<file path="src/rtl/mem_port_pkg.sv">
// Shared types and constants for the memory port controller.
//   state_e    : controller FSM states
//   RD_LAT_MAX : largest supported memory read latency
//   LAT_CNT_W  : width of the read-latency down-counter
//   lat_load   : counter preload for a given read latency
package mem_port_pkg;

  typedef enum logic [1:0] {
    StIdle,
    StIssue,
    StWait,
    StResp
  } state_e;

  localparam int unsigned RD_LAT_MAX = 4;
  localparam int unsigned LAT_CNT_W  = $clog2(RD_LAT_MAX);

  // WAIT spans rd_lat cycles and ends on the cycle the counter reads zero.
  function automatic logic [LAT_CNT_W-1:0] lat_load(input int unsigned rd_lat);
    return LAT_CNT_W'(rd_lat - 1);
  endfunction

endpackage

</file>
<file path="src/rtl/mem_port_ctrl_if.sv">
// Request/response and memory-side bus of the memory port controller.
//   slave  : controller view (takes requests, drives responses and the memory port)
//   master : requester/memory view (drives requests and read data)
interface mem_port_ctrl_if #(
  parameter int unsigned ADDR_W = 7,
  parameter int unsigned DATA_W = 32
);

  logic              req_valid;
  logic              req_ready;
  logic              req_we;
  logic [ADDR_W-1:0] req_addr;
  logic [DATA_W-1:0] req_wdata;
  logic              rsp_valid;
  logic              rsp_ready;
  logic [DATA_W-1:0] rsp_rdata;
  logic              rsp_err;
  logic              mem_ena;
  logic              mem_wea;
  logic [ADDR_W-1:0] mem_addra;
  logic [DATA_W-1:0] mem_dina;
  logic [DATA_W-1:0] mem_douta;

  modport slave (
    input  req_valid, req_we, req_addr, req_wdata, rsp_ready, mem_douta,
    output req_ready, rsp_valid, rsp_rdata, rsp_err, mem_ena, mem_wea, mem_addra, mem_dina
  );

  modport master (
    output req_valid, req_we, req_addr, req_wdata, rsp_ready, mem_douta,
    input  req_ready, rsp_valid, rsp_rdata, rsp_err, mem_ena, mem_wea, mem_addra, mem_dina
  );

endinterface

</file>
<file path="src/rtl/rd_lat_counter.sv">
// Read-latency down-counter.
//   sysclk   : clock
//   rst      : synchronous active-low reset (clears the count)
//   load     : load load_val (has priority over dec)
//   load_val : preload value
//   dec      : decrement, saturating at zero
//   zero     : count is zero
module rd_lat_counter
  import mem_port_pkg::*;
(
  input  logic                 sysclk,
  input  logic                 rst,
  input  logic                 load,
  input  logic [LAT_CNT_W-1:0] load_val,
  input  logic                 dec,
  output logic                 zero
);

  logic [LAT_CNT_W-1:0] cnt_q, cnt_d;

  always_comb begin
    cnt_d = cnt_q;
    if (load) begin
      cnt_d = load_val;
    end else if (dec && (cnt_q != '0)) begin
      cnt_d = cnt_q - 1'b1;
    end
  end

  always_ff @(posedge sysclk) begin
    if (!rst) begin
      cnt_q <= '0;
    end else begin
      cnt_q <= cnt_d;
    end
  end

  assign zero = (cnt_q == '0);

endmodule

</file>
<file path="src/rtl/mem_port_ctrl.sv">
// Single-outstanding request controller in front of a synchronous single-port memory.
//   sysclk    : clock
//   rst       : synchronous active-low reset
//   mem_clka  : memory clock (sysclk forwarded)
//   bus       : request/response handshake plus memory port (mem_port_ctrl_if.slave)
// Optional feature: define DM_BOUNDS_CHECK_EN to reject addresses >= DEPTH with rsp_err=1
// and no memory access; otherwise rsp_err is 0 and every address is issued unchanged.
module mem_port_ctrl
  import mem_port_pkg::*;
#(
  parameter int unsigned ADDR_W = 7,
  parameter int unsigned DATA_W = 32,
  parameter int unsigned DEPTH  = 2 ** ADDR_W,
  parameter int unsigned RD_LAT = 1
) (
  input  logic                  sysclk,
  input  logic                  rst,
  output logic                  mem_clka,
  mem_port_ctrl_if.slave        bus
);

  if ((RD_LAT < 1) || (RD_LAT > RD_LAT_MAX)) begin : g_bad_rd_lat
    $error("mem_port_ctrl: RD_LAT out of range");
  end
  if ((DEPTH < 1) || (DEPTH > 2 ** ADDR_W)) begin : g_bad_depth
    $error("mem_port_ctrl: DEPTH out of range");
  end

  localparam logic [LAT_CNT_W-1:0] LatLoad = lat_load(RD_LAT);

  state_e              state_q, state_d;
  logic                hold_we_q;
  logic [ADDR_W-1:0]   hold_addr_q;
  logic [DATA_W-1:0]   hold_wdata_q;
  logic [ADDR_W-1:0]   last_addr_q;
  logic [DATA_W-1:0]   last_wdata_q;
  logic [DATA_W-1:0]   rdata_q, rdata_d;
  logic                accept;
  logic                addr_ok;
  logic                lat_load_en;
  logic                lat_dec;
  logic                lat_zero;

  assign accept = (state_q == StIdle) && bus.req_valid;

`ifdef DM_BOUNDS_CHECK_EN
  logic err_q;

  assign addr_ok = (32'(hold_addr_q) < DEPTH);

  always_ff @(posedge sysclk) begin
    if (!rst) begin
      err_q <= 1'b0;
    end else if (accept) begin
      err_q <= 1'b0;
    end else if ((state_q == StIssue) && !addr_ok) begin
      err_q <= 1'b1;
    end
  end

  assign bus.rsp_err = err_q;
`else
  assign addr_ok     = 1'b1;
  assign bus.rsp_err = 1'b0;
`endif

  always_comb begin
    state_d     = state_q;
    rdata_d     = rdata_q;
    lat_load_en = 1'b0;
    lat_dec     = 1'b0;
    unique case (state_q)
      StIdle: begin
        if (bus.req_valid) begin
          state_d = StIssue;
          // Writes and rejected accesses respond with zero data.
          rdata_d = '0;
        end
      end
      StIssue: begin
        if (!addr_ok || hold_we_q) begin
          state_d = StResp;
        end else begin
          state_d     = StWait;
          lat_load_en = 1'b1;
        end
      end
      StWait: begin
        if (lat_zero) begin
          rdata_d = bus.mem_douta;
          state_d = StResp;
        end else begin
          lat_dec = 1'b1;
        end
      end
      StResp: begin
        if (bus.rsp_ready) begin
          state_d = StIdle;
        end
      end
      default: state_d = StIdle;
    endcase
  end

  always_ff @(posedge sysclk) begin
    if (!rst) begin
      state_q      <= StIdle;
      hold_we_q    <= 1'b0;
      hold_addr_q  <= '0;
      hold_wdata_q <= '0;
      last_addr_q  <= '0;
      last_wdata_q <= '0;
      rdata_q      <= '0;
    end else begin
      state_q <= state_d;
      rdata_q <= rdata_d;
      if (accept) begin
        hold_we_q    <= bus.req_we;
        hold_addr_q  <= bus.req_addr;
        hold_wdata_q <= bus.req_wdata;
      end
      // Remember what was last presented so the memory bus stays quiet between accesses.
      if (state_q == StIssue) begin
        last_addr_q  <= hold_addr_q;
        last_wdata_q <= hold_wdata_q;
      end
    end
  end

  rd_lat_counter u_lat_cnt (
    .sysclk   (sysclk),
    .rst      (rst),
    .load     (lat_load_en),
    .load_val (LatLoad),
    .dec      (lat_dec),
    .zero     (lat_zero)
  );

  assign mem_clka      = sysclk;
  assign bus.req_ready = (state_q == StIdle) && rst;
  assign bus.rsp_valid = (state_q == StResp);
  assign bus.rsp_rdata = rdata_q;
  assign bus.mem_ena   = (state_q == StIssue) && addr_ok;
  assign bus.mem_wea   = (state_q == StIssue) && addr_ok && hold_we_q;
  assign bus.mem_addra = (state_q == StIssue) ? hold_addr_q : last_addr_q;
  assign bus.mem_dina  = (state_q == StIssue) ? hold_wdata_q : last_wdata_q;

endmodule

</file>
<file path="src/flat_wrapper.sv">
// flat-port wrapper written by rule: the top's interface ports become plain ports
module mem_port_ctrl_flat import mem_port_pkg::*;
#(
  parameter int unsigned ADDR_W = 7,
  parameter int unsigned DATA_W = 32,
  parameter int unsigned DEPTH  = 2 ** ADDR_W,
  parameter int unsigned RD_LAT = 1
)
  (sysclk, rst, mem_clka, bus_req_valid, bus_req_we, bus_req_addr, bus_req_wdata, bus_rsp_ready, bus_mem_douta, bus_req_ready, bus_rsp_valid, bus_rsp_rdata, bus_rsp_err, bus_mem_ena, bus_mem_wea, bus_mem_addra, bus_mem_dina);
  mem_port_ctrl_if #(.ADDR_W(ADDR_W), .DATA_W(DATA_W)) bus_i ();
  input  logic sysclk;
  input  logic rst;
  output logic mem_clka;
  input wire logic [$bits(bus_i.req_valid)-1:0] bus_req_valid;
  input wire logic [$bits(bus_i.req_we)-1:0] bus_req_we;
  input wire logic [$bits(bus_i.req_addr)-1:0] bus_req_addr;
  input wire logic [$bits(bus_i.req_wdata)-1:0] bus_req_wdata;
  input wire logic [$bits(bus_i.rsp_ready)-1:0] bus_rsp_ready;
  input wire logic [$bits(bus_i.mem_douta)-1:0] bus_mem_douta;
  output wire logic [$bits(bus_i.req_ready)-1:0] bus_req_ready;
  output wire logic [$bits(bus_i.rsp_valid)-1:0] bus_rsp_valid;
  output wire logic [$bits(bus_i.rsp_rdata)-1:0] bus_rsp_rdata;
  output wire logic [$bits(bus_i.rsp_err)-1:0] bus_rsp_err;
  output wire logic [$bits(bus_i.mem_ena)-1:0] bus_mem_ena;
  output wire logic [$bits(bus_i.mem_wea)-1:0] bus_mem_wea;
  output wire logic [$bits(bus_i.mem_addra)-1:0] bus_mem_addra;
  output wire logic [$bits(bus_i.mem_dina)-1:0] bus_mem_dina;
  assign bus_i.req_valid = bus_req_valid;
  assign bus_i.req_we = bus_req_we;
  assign bus_i.req_addr = bus_req_addr;
  assign bus_i.req_wdata = bus_req_wdata;
  assign bus_i.rsp_ready = bus_rsp_ready;
  assign bus_i.mem_douta = bus_mem_douta;
  assign bus_req_ready = bus_i.req_ready;
  assign bus_rsp_valid = bus_i.rsp_valid;
  assign bus_rsp_rdata = bus_i.rsp_rdata;
  assign bus_rsp_err = bus_i.rsp_err;
  assign bus_mem_ena = bus_i.mem_ena;
  assign bus_mem_wea = bus_i.mem_wea;
  assign bus_mem_addra = bus_i.mem_addra;
  assign bus_mem_dina = bus_i.mem_dina;
  mem_port_ctrl #(.ADDR_W(ADDR_W), .DATA_W(DATA_W), .DEPTH(DEPTH), .RD_LAT(RD_LAT)) u_core (.sysclk(sysclk), .rst(rst), .mem_clka(mem_clka), .bus(bus_i));
endmodule
</file>
<file path="config.mk">
export PLATFORM = sky130hd
export DESIGN_NAME = mem_port_ctrl_flat
export DESIGN_NICKNAME = d
export VERILOG_FILES = /design/src/rtl/mem_port_pkg.sv /design/src/rtl/mem_port_ctrl_if.sv /design/src/rtl/rd_lat_counter.sv /design/src/rtl/mem_port_ctrl.sv /design/src/flat_wrapper.sv
export SDC_FILE = /design/constraint.sdc
export NUM_CORES = 1
export LEC_CHECK = 0
export ABC_AREA = 1
export CORE_ASPECT_RATIO = 1.25
export CORE_MARGIN = 3
export CORE_UTILIZATION = 45
export DETAILED_ROUTE_END_ITERATION = 7
export HOLD_SLACK_MARGIN = 0.03
export PLACE_DENSITY_LB_ADDON = 0.12
export SLEW_MARGIN = 20
export SYNTH_ARGS = -nofsm -noshare
export SYNTH_HDL_FRONTEND = slang
export SYNTH_HIERARCHICAL = 1
export SYNTH_SLANG_ARGS = --single-unit
</file>
<file path="constraint.sdc">
create_clock -name sysclk -period 1.77 [get_ports sysclk]
set_input_delay 0.177 -clock sysclk [delete_from_list [all_inputs] [get_ports sysclk]]
set_output_delay 0.177 -clock sysclk [all_outputs]
set_load 0.02 [all_outputs]
</file>
Yosys cells after proc, flatten, opt, wreduce, memory -nomap -nowiden
Index checks and enable logic that the tools add are counted.

Mux-type cells: 14. Bitwise operators: 1. Add/sub/neg operators: 1. Equality and inequality tests: 6. Reduce and logical (&&, ||, !) cells: 11.

Operator list (count): 32-bit two-way mux (3); 32-bit case mux with 2 select lines (1); 2-bit case mux with 4 select lines (1); 7-bit two-way mux (1); 2-bit two-way mux (3); 3-bit AND reduction (2); 1-bit two-way mux (5); 2-bit equality test (second input constant) (2); 1-bit logical AND (4); 2-bit logical NOT (2); 2-bit inequality test (second input constant) (2); 2-bit nonzero test (2); 2-bit by 1-bit equality test with 1-bit output (second input constant) (1); 2-bit by 1-bit inequality test with 1-bit output (second input constant) (1); 2-bit OR reduction (1); 2-bit by 1-bit subtractor with 2-bit output (second input constant) (1); 1-bit NOT (1).

Word-level logic and storage cells: 41. Flip-flop bits (word level): 115. Input port bits: 76.

Longest topological paths before layout
Gate-level depths: netlist of the first run.

Depth after elaboration: 4. Gate-level depth with buffers: 12. Mapped depth without buffers: 10.

Cells and area by module
The synthesis of the first run kept the hierarchy.

Modules (own cells, without submodules): mem_port_ctrl (instances 1, seq. area each 2262.2 µm², cells an instance 569, area each 4305.4 µm²); rd_lat_counter (instances 1, seq. area each 40.0 µm², cells an instance 24, area each 136.4 µm²).

==> results of run 1 <==
## registers in the layout, indices dropped and copies added (netlist names)
name / flops
u_core/bus.rsp_rdata: 32
u_core/hold_addr_q: 7
u_core/last_addr_q: 7
u_core/hold_wdata_q: 32
u_core/last_wdata_q: 32
u_core/state_q: 2
u_core/hold_we_q: 1
u_core/u_lat_cnt/cnt_q: 2
## worst max path at each step
| stage | startpoint | endpoint | slack, ns |
|---|---|---|---|
| after floorplan | u_core/state_q[1] | u_core/u_lat_cnt/cnt_q[1] | 0.08 |
| after global placement | u_core/state_q[1] | bus_mem_dina[3] | -0.08 |
| after detailed placement | u_core/state_q[1] | bus_mem_dina[3] | -0.12 |
| after CTS | u_core/state_q[1] | bus_mem_dina[1] | -0.14 |
| after global routing | u_core/state_q[1] | bus_mem_dina[26] | -0.11 |
| final | u_core/state_q[1] | bus_mem_dina[18] | -0.002 |
## final cells by class
| cell class | count | area [µm²] | share of cell area (%) |
|---|---|---|---|
| well taps | 123 | 154 | 2.23 |
| clock buffers | 27 | 562 | 8.13 |
| multi-input cells | 417 | 1940 | 28.1 |
| flip-flops and latches | 115 | 2300 | 33.4 |
| repair buffers | 177 | 1790 | 25.9 |
| clock inverters | 6 | 80.1 | 1.16 |
| inverters | 19 | 76.3 | 1.10 |
## routing by layer
metal,share of wire [%],up-vias
li1,-,2239
met1,41,2015
met2,50,162
met3,8.2,20
met4,1.3,0
met5,0,-
## power groups by stage
stage               Sequential [mW]  Clock (mW)  Combinational, mW
finish                         3.39        3.61               4.38
global route                   3.45        3.79               4.81
CTS                            3.38        3.67               4.11
detailed placement             3.41      0.0759               4.09
global placement               3.39      0.0759               4.02
floorplan                      3.47      0.0660               2.45
## critical path: stages, from the launching register on
cell and delay, ns:
sky130_fd_sc_hd__dfxtp_2 0.33, sky130_fd_sc_hd__inv_2 0.05, sky130_fd_sc_hd__ha_4 0.19, sky130_fd_sc_hd__inv_6 0.09
sky130_fd_sc_hd__buf_8 0.14, sky130_fd_sc_hd__nand2_1 0.09, sky130_fd_sc_hd__nand2_2 0.08, sky130_fd_sc_hd__buf_6 0.12
## cell usage after synthesis (2+ instances only)
cell type	n
sky130_fd_sc_hd__a21oi_1	73
sky130_fd_sc_hd__buf_2	13
sky130_fd_sc_hd__buf_4	2
sky130_fd_sc_hd__buf_6	4
sky130_fd_sc_hd__clkbuf_1	24
sky130_fd_sc_hd__dfxtp_1	115
sky130_fd_sc_hd__ha_1	6
sky130_fd_sc_hd__inv_1	17
sky130_fd_sc_hd__inv_2	2
sky130_fd_sc_hd__nand2_1	170
sky130_fd_sc_hd__nand3_1	4
sky130_fd_sc_hd__nand4_1	32
sky130_fd_sc_hd__nor2_1	85
sky130_fd_sc_hd__o21ai_0	41
## cells by family after synthesis
family	Yosys count	synth area share (%)
and+or+nand+nor	294	27.0
DFF	115	51.8
AOI/OAI and AO/OA	114	12.8
buffers and inverters	63	6.54
adders and majority gates	6	1.69
other	1	0.0844
## per-stage QoR
| stage | hold WS [ns] | instances |
|---|---|---|
| 3_5_place_dp | 0.451 | 852 |
| 2_1_floorplan | 0.290 | 595 |
| 4_1_cts | 0.237 | 884 |
| 3_3_place_gp | 0.447 | 852 |
| 6_report | 0.251 | 884 |
| 5_1_grt | 0.259 | 884 |
## timing repair
action | in CTS | in global routing
cloned | 0 | 0
setup buffers | 0 | 0
resized for setup | 213 | 71
setup endpoints to repair | 44 | 41
==> reports/results.txt, run 1 <==
Routability congestion estimate: 0.794. For the summed instance area of the synthesized netlist, the log shows 4440 µm². In the post-synthesis netlist, the biggest area contributors are sky130_fd_sc_hd__dfxtp_1, sky130_fd_sc_hd__nand2_1, sky130_fd_sc_hd__a21oi_1. For the post-route clock skew, the log shows 0.00422 ns. TritonCTS built the clock tree.

The worst register-to-register path has a setup slack of 0.23 ns. The HPWL after detailed placement is 8.11 mm, and the clock network fraction of total power is 31.7%. After floorplanning, the core was sized to cover 9370 µm².

The run gives 0 as the overall overflow remaining after global route. Among all flip-flop cells after synthesis, the most frequent one is sky130_fd_sc_hd__dfxtp_1. Power spread over the standard cell area amounts to 1650 nW/µm².

The critical register-to-register path startpoint was u_core/state_q[0]. Adding up every negative setup slack in the final design gives -0.00558 ns. The area growth from synthesis to layout is 55.5%. For this block, the initial DRC count from the detailed router was 230.

The element type at the critical path start is a register. The total length of routed wires is 12.2 mm, and the average wire per cell in the routed design is 13.8 µm. For the worst flop-to-flop path, the logic depth is 8. The run gives 0 as the number of pins with negative max-slew slack in the final report. For this design, the CTS-stage hold fixing added 0 buffers. The via count was 4436. The worst hold path begins at bus_mem_douta[30].

The tools report the via count of the first global-routing pass as 4290. For hold timing, the worst endpoint is u_core/bus.rsp_rdata[30]. The global-route track usage on met2 came out at 37.6%. Leaving out fill and tap cells, the most frequent cell in the layout is sky130_fd_sc_hd__nand2_1. Using the TritonRoute via totals, the vias-per-cell ratio works out to 5.02. Timing analysis after detailed placement gives a worst setup slack of -0.116 ns.

The tools report the placement-stage cell area as 6150 µm². The run gives 833 as the count of nets after finishing. The critical path is of the register to output port type.

Floorplan die area: 11100 µm². Combinational logic burns 38.5% of the power. The tools report the number of maximum-capacitance violations as 0. Counting instances, the worst hold path has a depth of 3. Synthesis produced a netlist whose cell count is 593. Setup repair after global routing could not meet its margin everywhere. Dividing the final minimum period by the clock period gives 100%. Entering global routing, the biggest net connects 52 pins. In this run the count of I/O pins placed on the die edge is 153. Data arrives at the worst endpoint at 1.60 ns.

For the clock insertion delay at the later pin of the skew report, the log shows 0.51 ns. The analysis attributes to net switching a power of 3.98 mW. Clock-pin slew was measured on the worst setup and hold paths at 0.05 ns. The die is 117 µm tall.

sky130_fd_sc_hd__dfxtp_1 takes more of the synthesized area than any other cell. The total global-route track usage was 22.3%. Leaving out fill and tap cells, the most frequent cells in the layout are sky130_fd_sc_hd__nand2_1, sky130_fd_sc_hd__dfxtp_1, sky130_fd_sc_hd__clkdlybuf4s50_1. Per report_power, the sequential group accounts for 29.8% of the total.

The endpoint identified for the worst register-to-register timing path is u_core/bus.rsp_rdata[7]. The leakage power is 2.95 nW, and the chip width is 94.9 µm. Of the cells placed in the final design, the portion with a size suffix greater than 1 is 17.5%. The initial utilization of the core area, before any placement, comes to 47.4%. STA puts the critical path data required time at 1.59 ns. The final reports fail on setup timing. The worst voltage drop across the vdd grid came out at 0.951 mV. The most used routing layer in global routing is met2. Sequential fraction of the synthesis area: 51.8%. The tools report the initial antenna violation count as 0. In the routed design, unresolved DRC markers number 0. The synthesized flop and latch total is 115, and the number of flops mapped to enable cells by yosys is 0. The worst setup slack after layout was -0.00236 ns.

The endpoint type of the worst setup path was an output port. The number of hold violations in the final report was 0; the number of port buffers was 151. Row generation in the floorplan step produced 39 rows.

The repair_antennas step left the layout with diodes totalling 0. For the internal power contribution, the log shows 7.40 mW. For the number of nets still failing antenna checks after routing, the log shows 0. Global routing consumed, on the met3 layer, 7.93% of the routing resources. For this run, the top clock speed supported by timing is 564 MHz.

The first global-routing pass estimated 19.4 mm of wire. The tightest min-delay check is of the input pin to register type. Counting the fill cells in the layout gives 759. For this run, asynchronously set or reset flops after synthesis account for 0%. For the number of library cell types mapped by synthesis, the log shows 19. The completed layout was analyzed and its total power is 11.4 mW. For met1 alone, demand over resource in global routing was 25.7%. The run finished, with violations left.

The switching share of power is 35.0%. In this run the mean area of a mapped cell was 7.49 µm². The first-pass detailed-route iteration total is 5, and the count of final setup violators is 5. The post-route cell area was 6910 µm²; the share of the synthesized area in the top cell type was 51.8%. The clock period minus final worst setup slack came out at 1.77 ns.

The count of yosys warnings during synthesis was 6. Along the worst path, the maximum fanout reaches 11. Cells fill 73.7% of the core in the end.
Power figures use the tool's default switching activity.
==> inputs of run 2 (changes only) <==
--- a/config.mk
+++ b/config.mk
@@ -12,6 +12,7 @@
 export DETAILED_ROUTE_END_ITERATION = 7
 export HOLD_SLACK_MARGIN = 0.03
 export PLACE_DENSITY_LB_ADDON = 0.12
+export SETUP_SLACK_MARGIN = 0.02
 export SLEW_MARGIN = 20
 export SYNTH_ARGS = -nofsm -noshare
 export SYNTH_HDL_FRONTEND = slang
==> run 2 against run 1 <==
Against the previous run: worst hold slack about the same; count of clock-buffer cells in the layout unchanged; highest routed layer unchanged; routed wire length up 0.24%; the run still ends with setup timing left; die area unchanged; critical path type unchanged.
==> reports/results.txt, run 2 (same netlist as run 1, synthesis figures left out) <==
In the routed layout, each cell is associated on average with a via count of 5.06. The library cell used most frequently in the layout, excluding fill and tap cells, is sky130_fd_sc_hd__nand2_1. The signal on the critical path passes through inv_2, ha_4, inv_6, buf_12, nand2_1, nand2_1, buf_4.

Count of nets after finishing: 833. The worst register-to-register path begins at u_core/state_q[0]. The clock slew seen by the registers of the worst setup and hold paths was 0.05 ns; the area taken by flip-flops and latches was 2300 µm².

In the final layout, the share of cells above drive strength 1 is 18.0%. STA puts the critical path data required time at 1.59 ns. The region available for standard cell placement spans 9370 µm².

Number of placement rows: 39. On the worst path, the slowest cell contributes a delay of 0.32 ns. The chip width is 94.9 µm, and the average wire per cell in the routed design is 13.8 µm. Input and output buffers added on the ports amount to 151. Data on the critical path arrives at its endpoint at 1.60 ns.

The tools report the worst setup slack for register-to-register paths as 0.24 ns. The first global-routing pass estimated 19.4 mm of wire. The number of top-level pins was 153; the total power draw was 11.4 mW.

The tools report the HPWL after detailed placement as 8.11 mm. Summing all multi-input logic gate instances after layout gives 1950 µm². The worst setup path is captured at an output port. By instance count, the cell type seen most on the critical path is sky130_fd_sc_hd__nand2_1. The clock arrives with 0.00444 ns of skew. The final critical path takes up 101% of the cycle. The checks that failed: setup timing.

The worst hold path terminates at u_core/bus.rsp_rdata[30]. The logs give 4474 for the via count and 0 for the overall overflow remaining after global route. The critical path in this run is classified as register to output port. TritonCTS built the clock tree.

The routability congestion estimate is 0.794, and the power per standard cell area is 1650 nW/µm². The pre-antenna-repair detailed-routing pass consisted of 5 iterations. The die is 117 µm tall. The DRC violation count after routing came out at 0. For the worst hold slack, the log shows 0.251 ns.

Entering global routing, the biggest net connects 52 pins. The tools report the initial antenna violation count as 0. The total global-route track usage is 22.3%.

Peak clock frequency supported by timing: 562 MHz. Setup violations remaining at the end of the flow were counted as 4. Once the floorplan was initialized, standard cells occupied 47.4% of the core.

The count of buffering cells on the critical path with inverters included was 4. The flow ran to the end, but the final reports show violations. Setup repair after global routing could not meet its margin everywhere.

The clock period minus final worst setup slack was 1.78 ns. In this run the critical register-to-register path is captured at u_core/bus.rsp_rdata[7]. The worst setup slack after layout is -0.00919 ns. The die covers 11100 µm². Number of pins with negative max-slew slack in the final report: 0.

In this run the worst hold path is classified as input pin to register. The run gives 758 as the layout filler cell count. The area overhead of the layout relative to synthesis is 56.1%, and the largest fanout of any net on the critical path is 12. The routed design has 12.2 mm of wire.

The detailed router finished its first iteration with 242 violations. The library cell contributing the largest single delay on the critical path was sky130_fd_sc_hd__dfxtp_2. In the layout the commonest cells are sky130_fd_sc_hd__nand2_1, sky130_fd_sc_hd__dfxtp_1, sky130_fd_sc_hd__clkdlybuf4s50_1.

Across the run, the number of max-cap violations was 0. The detail route stage leaves a number of antenna-violating nets equal to 0. The kind of cell with the highest combined delay along the critical path is buffers and inverters. The via count of the first global-routing pass is 4288. The number of cells traversed by the worst hold path is 3. The setup total negative slack was -0.0174 ns. The worst hold path begins at bus_mem_douta[30].

For the worst flop-to-flop path, the logic depth is 8. Clock latency on the worst-skew pair, taken at its later pin, is 0.51 ns. The worst-case IR drop observed on VDD is 0.925 mV.

The worst setup path is launched from a register. The tools report the antenna diode count as 0. For the number of hold violations in the final report, the log shows 0. The run gives 2.95 nW as the leakage power.
==> run 2: changes by cell type in the layout (fill, tap and decap cells not counted), moves of 3 or more <==
cell                      before  now
sky130_fd_sc_hd__nand2_1     146  143
sky130_fd_sc_hd__nand2_2      24   27
sky130_fd_sc_hd__buf_6        26   30
sky130_fd_sc_hd__buf_4        33   29
==> run 2: final cells by class <==
| class | count | share of cell area, % |
|---|---|---|
| Inverter | 19 | 1.14 |
| Timing Repair Buffer | 177 | 26.1 |
| Tap cell | 123 | 2.22 |
| Clock buffer | 27 | 8.10 |
| Sequential cell | 115 | 33.2 |
| Multi-Input combinational cell | 417 | 28.1 |
| Clock inverter | 6 | 1.15 |
==> run 2: through the flow <==
stage	setup slack (ns)	utilization, %	area [µm²]	instances
after floorplan	0.0834	-	4450	595
after global placement	-0.0812	65.6	6150	852
after detailed placement	-0.116	65.6	6150	852
after CTS	-0.137	72.3	6780	884
after global routing	-0.107	74.0	6940	884
final	-0.00919	74.0	6940	884
==> run 2: how the worst max path moves through the flow <==
stage,from,end,slack (ns),cells past startpoint
after floorplan,u_core/state_q[1],u_core/u_lat_cnt/cnt_q[1],0.08,11
after global placement,u_core/state_q[1],bus_mem_dina[3],-0.08,7
after detailed placement,u_core/state_q[1],bus_mem_dina[3],-0.12,7
after CTS,u_core/state_q[1],bus_mem_dina[1],-0.14,6
after global routing,u_core/state_q[1],bus_mem_dina[5],-0.11,7
final,u_core/state_q[1],bus_mem_dina[5],-0.009,7
==> run 2: what timing repair did <==
action                                 4_1_cts  5_1_grt
pin swaps                                    2        0
cloned                                       0        0
hold buffers                                 0        0
resized for setup                          224       70
endpoints found under the hold margin        0        0
setup endpoints to repair                   44       41
setup buffers                                0        0
==> run 2: power breakdown <==
group | switching [mW] | internal [mW] | leakage (nW)
sequential | 0.250 | 3.14 | 0.939
clock | 1.16 | 2.45 | 0.321
combinational | 2.58 | 1.83 | 1.69
total | 3.99 | 7.42 | 2.95
==> run 2: layer usage <==
layer  share of wire (%)  vias to the layer above  GRT usage (%)
met5                   0                        -              0
met4                 1.3                        0           9.14
li1                    -                     2239              -
met1                  40                     2046           25.7
met2                  51                      168           37.6
met3                 8.0                       21           7.99
==> run 2: worst reg2reg max path, cell delays in order, from the launching register on <==
cell	delay (ns)
sky130_fd_sc_hd__dfxtp_2	0.35
sky130_fd_sc_hd__buf_4	0.14
sky130_fd_sc_hd__inv_4	0.05
sky130_fd_sc_hd__ha_1	0.22
sky130_fd_sc_hd__or2_1	0.22
sky130_fd_sc_hd__nand3_2	0.08
sky130_fd_sc_hd__buf_12	0.19
sky130_fd_sc_hd__nand2_1	0.08
sky130_fd_sc_hd__a21oi_1	0.14
==> inputs of run 3 (changes only) <==
--- a/config.mk
+++ b/config.mk
@@ -6,12 +6,13 @@
 export NUM_CORES = 1
 export LEC_CHECK = 0
 export ABC_AREA = 1
+export CAP_MARGIN = 20
 export CORE_ASPECT_RATIO = 1.25
 export CORE_MARGIN = 3
 export CORE_UTILIZATION = 45
 export DETAILED_ROUTE_END_ITERATION = 7
 export HOLD_SLACK_MARGIN = 0.03
-export PLACE_DENSITY_LB_ADDON = 0.12
+export PLACE_DENSITY = 0.8
 export SETUP_SLACK_MARGIN = 0.02
 export SLEW_MARGIN = 20
 export SYNTH_ARGS = -nofsm -noshare
==> run 3 against run 2 <==
Against the previous run: the run still ends with setup timing left; die area unchanged; count of clock-buffer cells in the layout unchanged; first-iteration DRC count up 71%; final cell count increased by 3.8%; core utilization up 9.9 points; register-to-register slack worse by 0.19 ns; worst hold slack worse by 0.0050 ns; fmax is 7.0% lower.
==> reports/results.txt, run 3 (same netlist as run 1, synthesis figures left out) <==
Measured in cells, the most critical reg-to-reg path has a length of 12. Initial antenna violation count: 0. For this run, global-route usage on met3 was measured as 8.70%. The met1 track demand over resource came out at 28.6%. The flow ran to the end, but the final reports show violations. The number of placed instances, taps included came out at 864. Most used routing layer in global routing: met2.

The peak clock frequency supported by timing was 523 MHz; the number of maximum-capacitance violations was 0. The number of standard cells in the final layout excluding fillers was 918. At the pin with the least slew margin, the transition time is 0.559 ns. Of all nets on the critical path, the largest fanout is 8. Hold is met by 0.246 ns. The run gives 0 as the number of hold violations in the final report. The final reports fail on setup timing. After clock tree synthesis, the clock-pin slew on the worst setup and hold paths is 0.05 ns. The via count was 5040. The critical path ends at bus_mem_dina[2]. The number of placement rows is 39, and the number of nets still failing antenna checks after routing is 0. The worst voltage drop across the vdd grid is 1.11 mV, and the total global-route track usage is 27.9%. In this run the critical register-to-register path is captured at u_core/u_lat_cnt/cnt_q[1].

Of the cells placed in the final design, the portion with a size suffix greater than 1 is 32.1%. The number of port buffers works out to 151. Tracing the worst setup path back leads to its startpoint at u_core/state_q[1].

For this design the static power due to leakage is 3.44 nW. The tools report the critical register-to-register path startpoint as u_core/state_q[1]. At the later pin of the worst-skew pair, clock insertion delay measures 0.52 ns. The cell type group with the largest total delay on the critical path was buffers and inverters. For this block, the initial DRC count from the detailed router was 413.

The layout filler cell count was 501. The library cells used most frequently in the layout, excluding fill and tap cells, are sky130_fd_sc_hd__dfxtp_1, sky130_fd_sc_hd__clkdlybuf4s50_1, sky130_fd_sc_hd__nor2_1. The total stage count of the critical path was 8; the required time reported for the critical path endpoint was 1.59 ns. The total length of routed wires came out at 16.5 mm. The die is 94.9 µm wide. The logs give 11100 µm² for the floorplan die area and 7 for the first-pass detailed-route iteration total.

Setup repair after global routing could not meet its margin everywhere. Setup violations remaining at the end of the flow were counted as 40. The count of buffering cells on the critical path with inverters included was 5; the effective utilization at floorplan was 47.4%. The area growth from synthesis to layout is 76.9%. The tools report the endpoint type of the worst setup path as an output port. Global routing consumed, on the met2 layer, 49.0% of the routing resources. After detailed routing, the number of vias per cell comes to 5.49. Once detailed placement completed, the half-perimeter wirelength came to 8.53 mm.

Entering global routing, the biggest net connects 48 pins. Summing internal, switching and leakage power gives 13.1 mW. The clock period minus final worst setup slack was 1.91 ns. The number of pins with negative max-slew slack in the final report came out at 0. Critical setup path kind: register to output port. For the worst setup slack after layout, the log shows -0.144 ns. Counting stages on the worst path, the most repeated cell is sky130_fd_sc_hd__nand2_4.

The library cell contributing the largest single delay on the critical path is sky130_fd_sc_hd__dfxtp_2. The tools report the worst setup slack for register-to-register paths as 0.05 ns. The setup total negative slack came out at -4.48 ns. The leading cell type in the layout, fill and taps excluded was sky130_fd_sc_hd__dfxtp_1.

After detailed routing, the average wire length per cell comes to 17.9 µm. Measured against its own limit, the worst slew margin works out to 62.8%. The tightest min-delay check is of the input pin to register type. Cells fill 83.9% of the core in the end. The number of antenna diodes in the final layout is 0. In this run the power density over the cells is 1670 nW/µm². Traced cell by cell, the critical path runs through inv_2, ha_4, inv_6, buf_12, buf_16, nand2_4, nand2_4, buf_6. Post-route clock skew: 0.00860 ns. The tools report the first-pass GRT wire length as 23.6 mm.

The core region is 9370 µm². The via count of the first global-routing pass came out at 4913. The worst setup path is launched from a register. The worst path arrival time is 1.74 ns.

The overall overflow remaining after global route is 0, and the die extent in y is 117 µm. TritonCTS built the clock tree. After layout, the worst path uses 108% of the clock period. For this run, the post-layout net count is 867. The congestion estimate from routability-driven global placement came to 0.803.

For this run, the slowest stage of the critical path takes 0.34 ns. Number of top-level pins: 153. After detailed routing, the number of remaining DRC violations is 0.
run 3: through the flow:
stage / cell area (µm²) / setup WS, ns
after global placement: 6250 / -0.0840
after floorplan: 4450 / 0.0834
after detailed placement: 6250 / -0.113
final: 7860 / -0.144
after global routing: 7860 / -0.178
after CTS: 7610 / -0.143
run 3: worst reg2reg max path: cells and delay by family, from the launching register on:
kind,cells,cell delay [ns]
adders and majority gates,1,0.19
DFF,1,0.33
buffers and inverters,7,0.70
and+or+nand+nor,4,0.39
run 3: final cells by class:
class / instances / area [µm²] / share of cell area [%]
clock buffers: 27 / 572 / 7.28
clock inverters: 6 / 55.1 / 0.701
inverters: 19 / 76.3 / 0.971
multi-input cells: 417 / 2440 / 31.1
flip-flops and latches: 115 / 2300 / 29.3
well taps: 123 / 154 / 1.96
repair buffers: 211 / 2250 / 28.7
run 3: repair_timing:
action / 4_1_cts / 5_1_grt
hold buffers: 0 / 0
endpoints found under the setup margin: 44 / 67
resized for setup: 395 / 58
cloned: 5 / 1
buffers inserted: 12 / 7
pin swaps: 23 / 13
run 3: per-layer routing:
layer	wire, µm	up-vias
met4	616	0
met5	0	-
met3	1590	70
met1	5910	2344
met2	8350	314
li1	-	2312
run 3: how the worst min path moves through the flow:
stage | from | end | slack [ns] | depth (start not counted)
after global routing | bus_mem_douta[20] | u_core/bus.rsp_rdata[20] | 0.24 | 3
after global placement | u_core/bus.rsp_rdata[22] | u_core/bus.rsp_rdata[22] | 0.45 | 2
after CTS | bus_mem_douta[30] | u_core/bus.rsp_rdata[30] | 0.23 | 3
after floorplan | sysclk | mem_clka | 0.29 | 1
final | bus_mem_douta[30] | u_core/bus.rsp_rdata[30] | 0.25 | 3
after detailed placement | u_core/bus.rsp_rdata[15] | u_core/bus.rsp_rdata[15] | 0.45 | 2
run 3: where the power goes:
part,total (mW),switching (mW),internal (mW)
combinational,5.99,3.35,2.65
sequential,3.57,0.432,3.14
clock,3.56,1.21,2.35
